## src/rtl/ac_fan_driver.sv

```systemverilog
// Fan/compressor actuator stage: slew-limited PWM fan drive plus anti-short-cycle compressor gating.
// Optional fan-stall supervision is compiled in with the AC_DRIVER_FAULT_EN macro.
module ac_fan_driver #(
   parameter int TICK_DIV      = 1000,
   parameter int RAMP_STEP     = 4,
   parameter int MIN_OFF_TICKS = 300,
   parameter int MIN_ON_TICKS  = 600,
   parameter int STALL_TICKS   = 50
) (
   input  logic       clk_i,
   input  logic       rst_ni,
   input  logic [2:0] fan_speed_i,
   input  logic [7:0] fan_heat_i,
   input  logic [6:0] outlet_temp_i,
   input  logic       fan_tach_i,
   output logic       fan_pwm_o,
   output logic [7:0] duty_now_o,
   output logic       comp_en_o,
   output logic       lockout_o,
   output logic       fault_o
);

   localparam int TW        = (TICK_DIV > 1) ? $clog2(TICK_DIV) : 1;
   localparam int TIMER_MAX = (MIN_OFF_TICKS > MIN_ON_TICKS) ? MIN_OFF_TICKS : MIN_ON_TICKS;
   localparam int MW        = $clog2(TIMER_MAX + 1);

   typedef enum logic [1:0] {
      S_LOCKOUT = 2'd0,
      S_IDLE    = 2'd1,
      S_RUN_MIN = 2'd2,
      S_RUN     = 2'd3
   } compState_e;

   logic [TW-1:0] tickCnt_q, tickCnt_d;
   logic          tick;
   logic [7:0]    dutyNow_q, dutyNow_d;
   logic [7:0]    dutyTarget;
   logic [7:0]    dutyDiff;
   logic [7:0]    dutyStep;
   logic [7:0]    pwmCnt_q;
   logic          fanPwm_q, fanPwm_d;
   compState_e    state_q, state_d;
   logic [MW-1:0] timer_q, timer_d;
   logic          compEn_q, compEn_d;
   logic          lockout_q, lockout_d;
   logic          demand;
   logic          fanOff;
   logic          fault;

   assign tick   = (tickCnt_q == TW'(TICK_DIV - 1));
   assign fanOff = (fan_speed_i == 3'd0);
   assign demand = !fanOff && ({1'b0, outlet_temp_i} > fan_heat_i);

   always_comb begin
      tickCnt_d = tick ? '0 : tickCnt_q + TW'(1);
   end

   always_comb begin
      case (fan_speed_i)
         3'd0:    dutyTarget = 8'd0;
         3'd1:    dutyTarget = 8'd64;
         3'd2:    dutyTarget = 8'd128;
         3'd3:    dutyTarget = 8'd192;
         default: dutyTarget = 8'd255;
      endcase
   end

   // Step is clamped to the remaining distance so the ramp lands exactly on target.
   always_comb begin
      dutyNow_d = dutyNow_q;
      dutyDiff  = (dutyTarget > dutyNow_q) ? (dutyTarget - dutyNow_q) : (dutyNow_q - dutyTarget);
      dutyStep  = (dutyDiff > 8'(RAMP_STEP)) ? 8'(RAMP_STEP) : dutyDiff;
      if (tick) begin
         if (dutyTarget > dutyNow_q) begin
            dutyNow_d = dutyNow_q + dutyStep;
         end else begin
            dutyNow_d = dutyNow_q - dutyStep;
         end
      end
      if (fault) begin
         dutyNow_d = 8'd0;
      end
   end

   always_comb begin
      fanPwm_d = !fault && (pwmCnt_q < dutyNow_q);
   end

   always_comb begin
      state_d = state_q;
      timer_d = timer_q;
      case (state_q)
         S_LOCKOUT: begin
            if (tick) begin
               if (timer_q == MW'(MIN_OFF_TICKS - 1)) begin
                  state_d = S_IDLE;
               end else begin
                  timer_d = timer_q + MW'(1);
               end
            end
         end
         S_IDLE: begin
            if (demand) begin
               state_d = S_RUN_MIN;
            end
         end
         S_RUN_MIN: begin
            if (fanOff) begin
               state_d = S_LOCKOUT;
            end else if (tick) begin
               if (timer_q == MW'(MIN_ON_TICKS - 1)) begin
                  state_d = S_RUN;
               end else begin
                  timer_d = timer_q + MW'(1);
               end
            end
         end
         S_RUN: begin
            if (!demand) begin
               state_d = S_LOCKOUT;
            end
         end
         default: state_d = S_LOCKOUT;
      endcase
      if (state_d != state_q) begin
         timer_d = '0;
      end
      // A stalled fan pins the FSM in lockout with the timer frozen.
      if (fault) begin
         state_d = S_LOCKOUT;
         timer_d = '0;
      end
      compEn_d  = (state_d == S_RUN_MIN) || (state_d == S_RUN);
      lockout_d = (state_d == S_LOCKOUT);
   end

   always_ff @(posedge clk_i or negedge rst_ni) begin
      if (!rst_ni) begin
         tickCnt_q <= '0;
         dutyNow_q <= 8'd0;
         pwmCnt_q  <= 8'd0;
         fanPwm_q  <= 1'b0;
         state_q   <= S_LOCKOUT;
         timer_q   <= '0;
         compEn_q  <= 1'b0;
         lockout_q <= 1'b1;
      end else begin
         tickCnt_q <= tickCnt_d;
         dutyNow_q <= dutyNow_d;
         pwmCnt_q  <= pwmCnt_q + 8'd1;
         fanPwm_q  <= fanPwm_d;
         state_q   <= state_d;
         timer_q   <= timer_d;
         compEn_q  <= compEn_d;
         lockout_q <= lockout_d;
      end
   end

`ifdef AC_DRIVER_FAULT_EN
   localparam int SW = $clog2(STALL_TICKS + 1);

   logic [2:0]    tachSync_q;
   logic          tachRise;
   logic [SW-1:0] stallCnt_q, stallCnt_d;
   logic          fault_q, fault_d;

   assign tachRise = tachSync_q[1] && !tachSync_q[2];
   assign fault    = fault_q;

   always_comb begin
      stallCnt_d = stallCnt_q;
      if (tachRise || (dutyNow_q < 8'd64)) begin
         stallCnt_d = '0;
      end else if (tick && (stallCnt_q != SW'(STALL_TICKS))) begin
         stallCnt_d = stallCnt_q + SW'(1);
      end
      fault_d = fault_q || (stallCnt_q == SW'(STALL_TICKS));
   end

   always_ff @(posedge clk_i or negedge rst_ni) begin
      if (!rst_ni) begin
         tachSync_q <= 3'b000;
         stallCnt_q <= '0;
         fault_q    <= 1'b0;
      end else begin
         tachSync_q <= {tachSync_q[1:0], fan_tach_i};
         stallCnt_q <= stallCnt_d;
         fault_q    <= fault_d;
      end
   end
`else
   logic unusedTach;

   assign unusedTach = fan_tach_i;
   assign fault      = 1'b0;
`endif

   assign fan_pwm_o  = fanPwm_q;
   assign duty_now_o = dutyNow_q;
   assign comp_en_o  = compEn_q;
   assign lockout_o  = lockout_q;
   assign fault_o    = fault;

endmodule

```

## config.mk

```make
export PLATFORM = sky130hd
export DESIGN_NAME = ac_fan_driver
export DESIGN_NICKNAME = d
export VERILOG_FILES = /design/src/rtl/ac_fan_driver.sv
export SDC_FILE = /design/constraint.sdc
export NUM_CORES = 1
export LEC_CHECK = 0
export CAP_MARGIN = 20
export CELL_PAD_IN_SITES_DETAIL_PLACEMENT = 1
export CELL_PAD_IN_SITES_GLOBAL_PLACEMENT = 2
export CORE_MARGIN = 2
export CORE_UTILIZATION = 33
export CTS_BUF_LIST = sky130_fd_sc_hd__clkbuf_4
export DETAILED_ROUTE_END_ITERATION = 6
export GPL_ROUTABILITY_DRIVEN = 0
export HOLD_SLACK_MARGIN = 0.12
export PLACE_DENSITY_LB_ADDON = 0.1
export SLEW_MARGIN = 10
export SYNTH_ARGS = -nofsm -noshare
export SYNTH_HDL_FRONTEND = slang
export SYNTH_SLANG_ARGS = --single-unit
```

## constraint.sdc

```tcl
create_clock -name clk_i -period 5.2 [get_ports clk_i]
set_clock_uncertainty 0.15 [all_clocks]
set_input_delay 1.04 -clock clk_i [delete_from_list [all_inputs] [get_ports clk_i]]
set_output_delay 1.04 -clock clk_i [all_outputs]
set_load 0.01 [all_outputs]
```

==> results of run 1 <==
==> power by group <==
group	internal [uW]	switching [uW]
clock network	102	117
registers	319	0.233
logic	63.6	56.3
total	485	173
==> final cells by class <==
cell class	instances	area [um2]
Tap cell	133	166
Fill cell	1145	5330
Sequential cell	41	1030
Timing Repair Buffer	90	767
Clock inverter	3	43.8
Inverter	28	109
Multi-Input combinational cell	284	2290
Clock buffer	5	37.5
==> flip-flops by register name (all words and copies together) (netlist names) <==
register and count:
state_q 2, fan_pwm_o 1, duty_now_o 8, timer_q 10
pwmCnt_q 8, comp_en_o 1, tickCnt_q 10, lockout_o 1
==> path summary, 6_finish.rpt <==
kind	depth (start not counted)	slack, ps	to
max	24	-30	duty_now_o[7]
min	1	340	pwmCnt_q[7]
max reg2reg	22	350	duty_now_o[7]
min reg2reg	1	340	pwmCnt_q[7]
max in group asynchronous	1	3620	comp_en_o
min in group asynchronous	1	650	duty_now_o[0]
==> cells in the final DEF, fill, tap and decap left out, drive strengths merged, types with 6 or more instances in the layout <==
master / count
mux2i: 7
nor2: 32
a21oi: 18
xor2: 14
buf: 62
o21ai: 15
nand4: 7
or2: 6
nand3: 18
xnor2: 18
a21o: 11
dfrtp: 40
ha: 40
nand2: 32
inv: 28
clkdlybuf4s50: 26
==> metrics by stage <==
step	setup TNS (ps)	power, uW	worst slack (ps)	area, um2	utilization
2_1_floorplan	-211	380	-211	3380	-
3_3_place_gp	-4450	431	-1000	4150	0.425
3_5_place_dp	-5250	433	-1120	4150	0.425
5_1_grt	-989	695	-308	4440	0.455
4_1_cts	-25.2	670	-25.2	4410	0.451
6_report	-28.9	658	-28.9	4440	0.455
==> what timing repair did <==
| item | CTS | global route |
|---|---|---|
| buffers inserted | 11 | 0 |
| setup endpoints to repair | 6 | 5 |
| gates resized for setup | 30 | 6 |
| pin swaps | 24 | 3 |
==> metal layers <==
metal  global-route usage  vias to the layer above  wire length, um
met5                    0                        -                0
met3               0.0320                        4              274
met2                0.296                       32             4160
met4               0.0376                        0               64
met1                0.221                     1359             4110
li1                     -                     1430                -
==> worst register-to-register path, cell delays in order (launching register included) <==
cell and delay (ps):
sky130_fd_sc_hd__dfrtp_1 560, sky130_fd_sc_hd__ha_2 400, sky130_fd_sc_hd__buf_4 150, sky130_fd_sc_hd__a21oi_1 170, sky130_fd_sc_hd__nand2_1 130, sky130_fd_sc_hd__a221oi_1 320
sky130_fd_sc_hd__mux2i_1 150, sky130_fd_sc_hd__xnor2_1 150, sky130_fd_sc_hd__nand2_1 90, sky130_fd_sc_hd__or3_4 380, sky130_fd_sc_hd__or2_4 250, sky130_fd_sc_hd__ha_4 240
sky130_fd_sc_hd__mux2i_4 140, sky130_fd_sc_hd__ha_1 240, sky130_fd_sc_hd__nor2b_2 150, sky130_fd_sc_hd__o21ai_2 140, sky130_fd_sc_hd__a21boi_2 80, sky130_fd_sc_hd__o21a_1 170
sky130_fd_sc_hd__nor2_2 110, sky130_fd_sc_hd__o21ai_2 80, sky130_fd_sc_hd__or3_1 310, sky130_fd_sc_hd__mux2i_1 120, sky130_fd_sc_hd__nand4b_1 110
==> kinds of logic (layout without fill, tap and decap cells) <==
| kind of cell | after synthesis | after routing | synth area share |
|---|---|---|---|
| adder cells (fa/ha/maj) | 43 | 43 | 0.169 |
| buffers and inverters | 39 | 126 | 0.0488 |
| multiplexers | 9 | 9 | 0.0280 |
| XOR/XNOR | 32 | 32 | 0.0847 |
| flip-flops | 41 | 41 | 0.311 |
| other | 1 | 1 | 0.00113 |
| AND/OR/NAND/NOR | 128 | 128 | 0.205 |
| AO/OA/AOI/OAI | 71 | 71 | 0.152 |
==> metrics.txt, run 1 <==
# TYPE chip_impl_metric gauge
chip_impl_info{name="status",value="complete, but fails checks"} 1
chip_impl_info{name="failed_checks",value="negative setup slack"} 1
chip_impl_metric{name="cts_num_sinks",unit=""} 41
chip_impl_info{name="critical_path.top_delay_family",value="simple AND/OR/NAND/NOR gates"} 1
chip_impl_metric{name="grt_start_max_net_pins",unit=""} 42
chip_impl_metric{name="std_cell_rows",unit=""} 36
chip_impl_info{name="synth.top_cells.by_area",value="sky130_fd_sc_hd__dfrtp_1 (30%), sky130_fd_sc_hd__ha_1 (15%), sky130_fd_sc_hd__xnor2_1 (4.8%), sky130_fd_sc_hd__xor2_1 (3.7%), sky130_fd_sc_hd__nor2_1 (3.6%)"} 1
chip_impl_metric{name="detail_route.wl_per_cell",unit="um"} 14.7
chip_impl_metric{name="syn-num-nets",unit=""} 428
chip_impl_info{name="tritoncts",value="yes"} 1
chip_impl_metric{name="final-hold-violation-count",unit=""} 0
chip_impl_metric{name="vias_per_cell",unit=""} 4.84
chip_impl_metric{name="core",unit="um2"} 9770
chip_impl_metric{name="ant_nets",unit=""} 0
chip_impl_metric{name="grt-ovfl-total",unit=""} 0
chip_impl_metric{name="drive_gt1_frac",unit=""} 0.251
chip_impl_metric{name="cts.htree.levels",unit=""} 2
chip_impl_metric{name="synthesis.instances",unit=""} 364
chip_impl_metric{name="worst-endpoint-required",unit="ps"} 5360
chip_impl_metric{name="fin_crit",unit="ps"} 5230
chip_impl_metric{name="syn_area",unit="um2"} 3310
chip_impl_info{name="hp-class",value="reg2reg"} 1
chip_impl_metric{name="synth.yosys.seq_area_share",unit=""} 0.311
chip_impl_metric{name="layout_setup_ws",unit="ps"} -28.9
chip_impl_metric{name="chipHeight",unit="um"} 104
chip_impl_metric{name="peakVddDrop",unit="mV"} 0.0823
chip_impl_metric{name="ys.warnings.count",unit=""} 0
chip_impl_metric{name="cp_data_arrival_time",unit="ps"} 5390
chip_impl_metric{name="initial_core_util",unit=""} 0.338
chip_impl_metric{name="initial_antenna_violation_count",unit=""} 0
chip_impl_metric{name="cell_count_post_placement",unit=""} 565
chip_impl_metric{name="clockBufferDepth",unit=""} 2
chip_impl_metric{name="initial_drt_markers",unit=""} 51
chip_impl_metric{name="cts-buffers-inserted",unit=""} 5
chip_impl_metric{name="drt_wl_total",unit="mm"} 8.60
chip_impl_metric{name="grt_pass1_wl",unit="mm"} 14.9
chip_impl_metric{name="grt_usage",unit=""} 0.171
chip_impl_info{name="synthDominantAreaCellType",value="sky130_fd_sc_hd__dfrtp_1"} 1
chip_impl_info{name="startpoint",value="fan_speed_i[2]"} 1
chip_impl_metric{name="nets",unit=""} 514
chip_impl_metric{name="setup_viol",unit=""} 1
chip_impl_metric{name="area_growth_syn_to_layout",unit="%"} 34.3
chip_impl_metric{name="io-pin-count",unit=""} 33
chip_impl_metric{name="synth_area_per_cell",unit="um2"} 9.09
chip_impl_metric{name="clk-insertion-delay-late",unit="ps"} 370
chip_impl_metric{name="maxCapViolCount",unit=""} 0
chip_impl_info{name="timing.critical_path.cells",value="buf_8 -> clkinvlp_4 -> ha_4 -> fa_2 -> nand3b_1 -> a21oi_4 -> o22ai_4 -> mux2i_1 -> xor2_1 -> nand3_1 -> or3_4 -> or2_4 -> ha_4 -> mux2i_4 -> ha_1 -> nor2b_2 -> o21ai_2 -> a21boi_2 -> o21a_1 -> nor2_2 -> o21ai_2 -> or3_1 -> mux2i_1 -> nand4b_1"} 1
chip_impl_info{name="cts.root.buffer_cell",value="sky130_fd_sc_hd__clkbuf_4"} 1
chip_impl_info{name="synth_top_flop_cell",value="sky130_fd_sc_hd__dfrtp_1"} 1
chip_impl_info{name="rr_startpoint",value="duty_now_o[3]"} 1
chip_impl_metric{name="fp.dieArea",unit="um2"} 10800
chip_impl_metric{name="min_period_over_period",unit=""} 1.01
chip_impl_metric{name="max_slew_vio_count",unit=""} 0
chip_impl_info{name="worstSetupStartpointType",value="primary input"} 1
chip_impl_info{name="synth_top_cells_by_count",value="sky130_fd_sc_hd__dfrtp_1 (40), sky130_fd_sc_hd__ha_1 (40), sky130_fd_sc_hd__nor2_1 (32), sky130_fd_sc_hd__nand2_1 (31), sky130_fd_sc_hd__inv_1 (27)"} 1
chip_impl_metric{name="holdWs",unit="ps"} 344
chip_impl_metric{name="postSynthRegisterBits",unit=""} 41
chip_impl_metric{name="highest_cell_delay_on_the_worst_timing_path",unit="ps"} 360
chip_impl_metric{name="worstPathMaxFanout",unit=""} 6
chip_impl_metric{name="drcViolationCount",unit=""} 0
chip_impl_metric{name="synth.top_cell.area_share",unit=""} 0.303
chip_impl_metric{name="slew_headroom",unit=""} 0.351
chip_impl_metric{name="portBuffers",unit=""} 30
chip_impl_info{name="min_from",value="pwmCnt_q[7]"} 1
chip_impl_metric{name="insertedDiodeCount",unit=""} 0
chip_impl_metric{name="vias",unit=""} 2825
chip_impl_metric{name="cp.buffers_inverters",unit=""} 2
chip_impl_metric{name="die_x",unit="um"} 104
chip_impl_metric{name="timing.fmax",unit="MHz"} 191
chip_impl_metric{name="cts_hold_buffers",unit=""} 0
chip_impl_metric{name="power.density",unit="nW/um2"} 148
chip_impl_metric{name="dp.final_hpwl",unit="mm"} 6.76
chip_impl_metric{name="p_leak",unit="uW"} 0.00210
chip_impl_metric{name="final-instance-count-excl-fill",unit=""} 584
chip_impl_metric{name="synth_enable_flop_cells",unit=""} 0
chip_impl_metric{name="ys_async_sr_fraction",unit=""} 1.00
chip_impl_metric{name="worst_pin_slew",unit="ps"} 974
chip_impl_metric{name="grt_pass1_vias",unit=""} 3045
chip_impl_info{name="critPathKind",value="in2reg"} 1
chip_impl_metric{name="detail_route.first_pass.iterations",unit=""} 4
chip_impl_metric{name="clkTransAtPathRegs",unit="ps"} 140
chip_impl_info{name="end_kind",value="flip-flop"} 1
chip_impl_metric{name="synthDistinctLibCells",unit=""} 56
chip_impl_info{name="rsz0062_at_grt",value="yes"} 1
chip_impl_info{name="cp_slowest_cell",value="sky130_fd_sc_hd__or3_4"} 1
(Power assumes the default switching activity.)
==> run 2, diff against run 1 <==
--- a/config.mk
+++ b/config.mk
@@ -8,6 +8,7 @@
 export CAP_MARGIN = 20
 export CELL_PAD_IN_SITES_DETAIL_PLACEMENT = 1
 export CELL_PAD_IN_SITES_GLOBAL_PLACEMENT = 2
+export CORE_ASPECT_RATIO = 1.5
 export CORE_MARGIN = 2
 export CORE_UTILIZATION = 33
 export CTS_BUF_LIST = sky130_fd_sc_hd__clkbuf_4
==> run 2 against run 1 <==
Effect of this change: the flow finishes with violations (design-rule violations, negative setup slack); fmax decreased by 3.6%; register-to-register slack got worse by 170 ps; critical path depth unchanged; cell area decreased by 4.1%; die area increased by 0.15%; largest cell class unchanged.
==> metrics.txt, run 2 (synthesis gave the netlist of run 1 again) <==
# TYPE chip_impl_metric gauge
chip_impl_info{name="status",value="complete, but fails checks"} 1
chip_impl_info{name="failed_checks",value="design-rule violations, negative setup slack"} 1
chip_impl_info{name="timing.critical_path.cells",value="buf_8 -> clkinvlp_4 -> ha_2 -> a21oi_2 -> nand2_2 -> buf_4 -> a21boi_0 -> mux2i_2 -> xnor2_1 -> nand2_1 -> or3_4 -> or2_4 -> ha_4 -> mux2i_4 -> ha_1 -> nor2b_1 -> o21ai_1 -> a21boi_1 -> o21a_1 -> nor2_2 -> o21ai_2 -> or3_1 -> mux2i_1 -> nand4b_1"} 1
chip_impl_metric{name="dp.final_hpwl",unit="mm"} 7.39
chip_impl_info{name="cts.root.buffer_cell",value="sky130_fd_sc_hd__clkbuf_4"} 1
chip_impl_metric{name="die_x",unit="um"} 85.8
chip_impl_info{name="rr_startpoint",value="duty_now_o[0]"} 1
chip_impl_metric{name="area.sequential",unit="um2"} 1030
chip_impl_metric{name="max_slew_vio_count",unit=""} 0
chip_impl_metric{name="area_growth_syn_to_layout",unit="%"} 28.9
chip_impl_info{name="min_from",value="pwmCnt_q[7]"} 1
chip_impl_metric{name="final-hold-violation-count",unit=""} 0
chip_impl_metric{name="clkTransAtPathRegs",unit="ps"} 140
chip_impl_metric{name="core",unit="um2"} 9740
chip_impl_metric{name="worst-endpoint-required",unit="ps"} 5370
chip_impl_metric{name="grt_start_max_net_pins",unit=""} 42
chip_impl_info{name="final_cell_mix",value="sky130_fd_sc_hd__buf_4 (48), sky130_fd_sc_hd__dfrtp_1 (40), sky130_fd_sc_hd__ha_1 (34)"} 1
chip_impl_metric{name="std_cell_rows",unit=""} 44
chip_impl_metric{name="area_of_the_multi_input_gates",unit="um2"} 2250
chip_impl_metric{name="worst_pin_slew",unit="ps"} 951
chip_impl_metric{name="worstPathMaxFanout",unit=""} 7
chip_impl_metric{name="portBuffers",unit=""} 30
chip_impl_info{name="rsz0062_at_grt",value="yes"} 1
chip_impl_info{name="critPathKind",value="in2reg"} 1
chip_impl_metric{name="r2r.worst_path.cells",unit=""} 23
chip_impl_metric{name="vias_per_cell",unit=""} 5.22
chip_impl_metric{name="maxCapViolCount",unit=""} 0
chip_impl_metric{name="clk-insertion-delay-late",unit="ps"} 370
chip_impl_metric{name="post-route-util",unit=""} 0.438
chip_impl_info{name="tritoncts",value="yes"} 1
chip_impl_metric{name="fp.dieArea",unit="um2"} 10900
chip_impl_info{name="final_common_cell",value="sky130_fd_sc_hd__buf_4"} 1
chip_impl_metric{name="drt_wl_total",unit="mm"} 9.03
chip_impl_metric{name="detail_route.first_pass.iterations",unit=""} 6
chip_impl_info{name="r2r_end",value="duty_now_o[7]"} 1
chip_impl_metric{name="clockBufferDepth",unit=""} 2
chip_impl_metric{name="holdWs",unit="ps"} 339
chip_impl_metric{name="slew_headroom",unit=""} 0.366
chip_impl_metric{name="min_period_over_period",unit=""} 1.04
chip_impl_info{name="end_kind",value="flip-flop"} 1
chip_impl_metric{name="ant_nets",unit=""} 0
chip_impl_metric{name="design_power_total",unit="uW"} 601
chip_impl_info{name="worstSetupStartpointType",value="primary input"} 1
chip_impl_info{name="hp-class",value="reg2reg"} 1
chip_impl_metric{name="timing.fmax",unit="MHz"} 184
chip_impl_metric{name="cts_num_sinks",unit=""} 41
chip_impl_metric{name="hold_depth",unit=""} 1
chip_impl_metric{name="layout_setup_ws",unit="ps"} -226
chip_impl_metric{name="cell_count_post_placement",unit=""} 547
chip_impl_metric{name="setup_viol",unit=""} 1
chip_impl_metric{name="initial_drt_markers",unit=""} 51
chip_impl_metric{name="vias",unit=""} 2909
chip_impl_metric{name="reg2reg_slack",unit="ps"} 180
chip_impl_metric{name="nets",unit=""} 504
chip_impl_metric{name="fin_crit",unit="ps"} 5430
chip_impl_metric{name="drcViolationCount",unit=""} 1
chip_impl_metric{name="cts-buffers-inserted",unit=""} 5
chip_impl_metric{name="place_worst_setup_slack",unit="ps"} -1170
chip_impl_info{name="hold_end",value="pwmCnt_q[7]"} 1
chip_impl_metric{name="grt_usage",unit=""} 0.180
chip_impl_metric{name="final-instance-count-excl-fill",unit=""} 557
chip_impl_metric{name="p_leak",unit="uW"} 0.00203
chip_impl_metric{name="highest_cell_delay_on_the_worst_timing_path",unit="ps"} 400
chip_impl_metric{name="io-pin-count",unit=""} 33
chip_impl_metric{name="initial_core_util",unit=""} 0.339
chip_impl_metric{name="cp_data_arrival_time",unit="ps"} 5590
chip_impl_metric{name="drive_gt1_frac",unit=""} 0.229
chip_impl_metric{name="nFillCells",unit=""} 1166
chip_impl_metric{name="peakVddDrop",unit="mV"} 0.114
chip_impl_metric{name="detail_route.wl_per_cell",unit="um"} 16.2
chip_impl_metric{name="grt_pass1_wl",unit="mm"} 15.5
chip_impl_metric{name="initial_antenna_violation_count",unit=""} 1
chip_impl_info{name="cp_slowest_cell",value="sky130_fd_sc_hd__ha_2"} 1
chip_impl_info{name="layout_top_registers",value="tickCnt_q: 10 flops, timer_q: 10 flops"} 1
chip_impl_metric{name="power.density",unit="nW/um2"} 141
chip_impl_metric{name="grt_pass1_vias",unit=""} 3222
chip_impl_metric{name="cts_hold_buffers",unit=""} 0
chip_impl_metric{name="cts.htree.levels",unit=""} 2
chip_impl_metric{name="grt-ovfl-total",unit=""} 0
chip_impl_metric{name="chipHeight",unit="um"} 127
## run 2: cell count changes in the layout (fill, tap and decap cells not counted), sizes merged
cell	delta
buf	-10
bufinv	-1
clkbuf	+1
clkinv	+1
diode	+1
inv	-1
## run 2: through the flow
step / TNS (ps) / instance area, um2
after floorplan: -211 / 3380
after global placement: -5300 / 4130
after detailed placement: -5600 / 4130
after CTS: -200 / 4250
after global routing: -1060 / 4260
final: -226 / 4260
## run 2: worst max-delay path by stage
stage | start | to | slack [ps] | cells after the start
floorplan | fan_speed_i[2] | duty_now_o[7] | -210 | 23
global placement | fan_speed_i[2] | duty_now_o[7] | -1100 | 24
detailed placement | fan_speed_i[2] | duty_now_o[7] | -1170 | 24
CTS | fan_speed_i[2] | duty_now_o[7] | -200 | 24
global route | fan_speed_i[2] | duty_now_o[7] | -490 | 24
finish | fan_speed_i[2] | duty_now_o[7] | -230 | 24
## run 2: where the power goes
| part | internal [uW] | switching (uW) | leakage (uW) |
|---|---|---|---|
| clock | 56.9 | 111 | 0.0000354 |
| combinational | 57.4 | 55.8 | 0.00150 |
| sequential | 319 | 0.237 | 0.000493 |
## run 2: what timing repair did
action	CTS	global route
setup buffers	0	1
pin swaps	20	2
setup endpoints to repair	6	4
resized for setup	27	1
## run 2: layer usage
metal | track usage | vias to the layer above | share of wire
met3 | 0.0241 | 14 | 0.024
met5 | 0 | - | 0
met1 | 0.184 | 1431 | 0.37
met4 | 0.0598 | 0 | 0.022
met2 | 0.362 | 44 | 0.59
li1 | - | 1420 | -
## run 2: area by class of cell
| class | instances | share of cell area |
|---|---|---|
| flip-flops and latches | 41 | 0.241 |
| well taps | 115 | 0.0337 |
| inverters | 28 | 0.0255 |
| clock buffers | 6 | 0.0106 |
| multi-input cells | 284 | 0.527 |
| clock inverters | 2 | 0.00235 |
| repair buffers | 80 | 0.160 |
| diodes | 1 | 0.000587 |
## run 2: worst max-delay path: cells and delay by family
family / cells / cell delay [ps]
xor gates and xnor gates: 1 / 210
and+or+nand+nor: 8 / 1540
buffers and inverters: 3 / 410
adders and majority gates: 3 / 960
muxes: 3 / 320
AOI/OAI and AO/OA: 6 / 1120
